==> src/rtl/noise_reg_file.sv <==
// NR41-NR44 register file and 512 Hz frame sequencer for the APU noise channel.
// Optional read-back path is built only when NOISE_REG_READBACK_EN is defined.
module noise_reg_file #(
    parameter int FS_DIV = 8192
) (
    input  logic       clk,
    input  logic       resetN,
    input  logic       apuEnable,
    input  logic [1:0] addr,
    input  logic       wrEn,
    input  logic [7:0] wrData,
    input  logic       rdEn,
    output logic [7:0] rdData,
    output logic       rdValid,
    output logic [5:0] lenLoad,
    output logic [3:0] startVol,
    output logic       envAdd,
    output logic [2:0] envPeriod,
    output logic [3:0] clkShift,
    output logic       widthMode,
    output logic [2:0] divisor,
    output logic       lenEnable,
    output logic       trigger,
    output logic       dacEnable,
    output logic       lenClk,
    output logic       envClk
);

    localparam int PW = (FS_DIV > 1) ? $clog2(FS_DIV) : 1;
    localparam logic [PW-1:0] PRESC_LAST = PW'(FS_DIV - 1);

    logic [7:0]    nr42;
    logic [7:0]    nr43;
    logic [PW-1:0] presc;
    logic [2:0]    step;
    logic [2:0]    step_next;
    logic          active;

    assign active    = resetN && apuEnable;
    assign startVol  = nr42[7:4];
    assign envAdd    = nr42[3];
    assign envPeriod = nr42[2:0];
    assign clkShift  = nr43[7:4];
    assign widthMode = nr43[3];
    assign divisor   = nr43[2:0];
    assign dacEnable = |nr42[7:3];
    assign step_next = step + 3'd1;

    // Register fields: powering the APU down wipes every field.
    always_ff @(posedge clk) begin
        if (!active) begin
            lenLoad   <= '0;
            nr42      <= '0;
            nr43      <= '0;
            lenEnable <= 1'b0;
        end else if (wrEn) begin
            case (addr)
                2'd0: lenLoad   <= wrData[5:0];
                2'd1: nr42      <= wrData;
                2'd2: nr43      <= wrData;
                2'd3: lenEnable <= wrData[6];
                default: ;
            endcase
        end
    end

    // Trigger needs the DAC on; NR42 cannot change in the same access as NR44.
    always_ff @(posedge clk) begin
        if (!active) begin
            trigger <= 1'b0;
        end else begin
            trigger <= wrEn && (addr == 2'd3) && wrData[7] && dacEnable;
        end
    end

    // Frame sequencer: pulses are registered alongside the step they announce.
    always_ff @(posedge clk) begin
        if (!active) begin
            presc  <= '0;
            step   <= '0;
            lenClk <= 1'b0;
            envClk <= 1'b0;
        end else if (presc == PRESC_LAST) begin
            presc  <= '0;
            step   <= step_next;
            lenClk <= ~step_next[0];
            envClk <= (step_next == 3'd7);
        end else begin
            presc  <= presc + PW'(1);
            lenClk <= 1'b0;
            envClk <= 1'b0;
        end
    end

    always_ff @(posedge clk) begin
        if (!resetN) begin
            rdValid <= 1'b0;
        end else begin
            rdValid <= rdEn;
        end
    end

`ifdef NOISE_REG_READBACK_EN
    logic [7:0] rd_mux;

    // While powered down the fields read as zero even before the clear lands.
    always_comb begin
        rd_mux = 8'hFF;
        case (addr)
            2'd0: rd_mux = 8'hFF;
            2'd1: rd_mux = apuEnable ? nr42 : 8'h00;
            2'd2: rd_mux = apuEnable ? nr43 : 8'h00;
            2'd3: rd_mux = {1'b1, apuEnable & lenEnable, 6'h3F};
            default: rd_mux = 8'hFF;
        endcase
    end

    always_ff @(posedge clk) begin
        if (!resetN) begin
            rdData <= 8'h00;
        end else if (rdEn) begin
            rdData <= rd_mux;
        end
    end
`else
    assign rdData = 8'hFF;
`endif

endmodule

==> config.mk <==
export PLATFORM = sky130hd
export DESIGN_NAME = noise_reg_file
export DESIGN_NICKNAME = d
export VERILOG_FILES = /design/src/rtl/noise_reg_file.sv
export SDC_FILE = /design/constraint.sdc
export NUM_CORES = 1
export LEC_CHECK = 0
export CORE_MARGIN = 1
export CORE_UTILIZATION = 30
export DETAILED_ROUTE_END_ITERATION = 6
export SETUP_SLACK_MARGIN = 0.4
export SYNTH_ARGS = -nofsm -noshare
export SYNTH_HDL_FRONTEND = slang
export SYNTH_SLANG_ARGS = --single-unit
==> constraint.sdc <==
create_clock -name clk -period 2.3 [get_ports clk]
set_input_delay 0.345 -clock clk [delete_from_list [all_inputs] [get_ports clk]]
set_output_delay 0.345 -clock clk [all_outputs]
set_load 0.05 [all_outputs]
==> out/summary.txt <==
placed insts = 293
period utilization = 78.6%
R2R Setup Slk = 0.64 ns
I/O Buffers = 42
crit-path max FO = 3
synthesized flop and latch total = 43
synth-to-layout area growth = 33.9%
Die Span Y = 78.9 um
most frequent cells after synthesis = dfxtp_1 (43), nor2_1 (29), mux2i_1 (26)
Die Area = 6230 um^2
final max-slew violation count = 0
Hold EP = presc[0]
critical path class = reg2out
row count = 27
RePlAce Congestion = 0.705
Root Buffer = clkbuf_8
setup violators final = 0
setup_tns = 0 ns
Die X-Extent = 78.9 um
Post-Syn Instances = 183
num ports = 51
Cell variety after synth = 32
number of remaining DRC errors = 0
cell taking the most area after synthesis = dfxtp_1
Final ANT Viol Nets = 0
power density over the cells = 634 nW/um^2
ratio of cells with drive above 1 in the final layout = 7.42%
biggest cell delay along the critical path = 0.82 ns
vias per cell = 4.50
number of fill cells = 572
Async SR Flop Fraction = 0%
Post-CTS Setup Inserts = 0
sequence of cells on the critical path = clkdlybuf4s50_1
peak supply drop = 0.000219 V
initial core utilization = 31.7%
R2R depth = 5
ANT cells = 0
via count = 1356
Clk Latency, worst-skew pair = 0.29 ns
P_leak = 0.000945 uW
hold_sp = presc[0]
max_cap viols = 0
Layout Nets = 246
most common cell in the netlist = dfxtp_1
clock tree buffer depth = 2
main flop type after synthesis = dfxtp_1
Routed WL = 3470 um
top post-synthesis cells by area = dfxtp_1 (48%), mux2i_1 (15%), nor2_1 (6.1%), buf_4 (3.4%), a21oi_1 (2.3%)
Sink Count = 43
Num CTS Buffers = 5
Overflow after GRT = 0
slowest cell on the critical path = clkdlybuf4s50_1
Syn. warnings = 0
pre-CTS setup slack = 0.386 ns
largest net degree at the start of global routing = 26
Mean Syn Cell Area = 9.70 um^2
RSZ-0062 raised after global routing = false
Slew Limit Headroom = 57.1%
CTS tree = done
Max Fclk = 553 MHz
non-filler instance count after layout = 301
worst setup margin = 0.492 ns
hold slack final = 0.468 ns
number of synthesized flops with an enable pin = 0
first-pass GRT wire length = 5710 um
area used by multi-input combinational logic = 831 um^2
fin crit period = 1.81 ns
status = finished, final reports clean
vias in the first global route = 1236
half-perimeter wire length after placement = 2410 um
final hold violations = 0
skew final = 0.00685 ns
Post-Synthesis Cell Area = 1780 um^2
Seq/Total Area, Yosys = 48.5%
GRT Util Overall = 11.8%
CP Buf/Inv Count = 1
HP Class = reg2reg
Core Box Area = 5610 um^2
hold path depth = 1
CTS H-tree depth = 2
routed len/inst = 11.5 um
initial antenna violation count = 0
Yosys top cell area share = 48.5%
startpoint class of the critical path = register
Crit path required time = 1.96 ns
CP delay by family, top = buffers and inverters
Worst setup EP type = output port
drt first-iter violations = 49
Storage cell area = 861 um^2
WP data arrival = 1.46 ns
1st-pass router iterations = 4
worst slew pin tran = 0.641 ns
clock-pin transition on the worst setup and hold timing paths = 0.08 ns
worst r2r src = presc[0]
R2R Path End = envClk
Total Power = 1510 uW
## metal layers
metal	track usage [%]	up-vias	part of all wire (%)
met5	0	-	0
met4	3.82	0	1.2
met3	4.37	6	7.9
met2	18.7	43	44
met1	14.8	604	47
li1	-	703	-
## power breakdown
part	internal, uW	switching (uW)	leakage (uW)	total, uW
clock	351	248	0.0000612	599
sequential	752	4.59	0.000347	757
combinational	55.0	96.7	0.000536	152
## cell type report
type,instances,area share [%]
clock buffer,6,3.47
clock inverter,2,1.47
inverter,5,0.789
multi-input combinational,126,34.9
sequential,43,36.2
tap,72,3.79
timing repair buffer,47,19.3
## flip-flops by register name, summed over array words and instances, names as in the netlist, 3 cells and up
register	cells
nr42	8
lenLoad	6
presc	13
nr43	8
step	3
## cells by family (layout without fill, tap and decap cells)
kind of cell	after synthesis	in the layout	synth area share [%]
compound gates	17	17	5.99
xor+xnor	4	4	1.97
fa+ha+maj	3	3	2.11
buf+inv	21	60	6.84
flops	43	43	48.5
mux	26	26	14.7
other cells	1	8	0.211
simple gates	68	68	19.7
## through the flow
stage                     util [%]  cell area [um^2]
final                         42.4              2380
after global placement        40.1              2250
after floorplan                  -              1800
after CTS                     42.3              2370
after global routing          42.4              2380
after detailed placement      40.1              2250
## worst max-delay path by stage
stage,startpoint,to,slack (ns),depth (start not counted)
6_report,nr42[6],startVol[2],0.49,1
5_1_grt,nr42[5],startVol[1],0.42,1
3_3_place_gp,presc[0],presc[3],0.47,4
3_5_place_dp,presc[0],presc[4],0.39,4
2_1_floorplan,presc[0],presc[10],0.81,5
4_1_cts,nr42[4],startVol[0],0.44,1
## layout by cell type, fill, tap and decap left out, types with 5 or more instances in the layout
cell type,count
a21oi_1,8
nand2_1,10
dfxtp_1,43
nor2_1,29
mux2i_1,26
clkdlybuf4s50_1,40
conb_1,8
inv_1,5
clkbuf_8,6
buf_4,5
## repair_timing
item                       in CTS  in global routing
hold endpoints to repair        0                  0
setup endpoints to repair       2                  1
gates cloned                    0                  0
hold buffers                    0                  0
gates resized for setup         2                  1
Note: power is estimated with default switching activity, not from simulation.
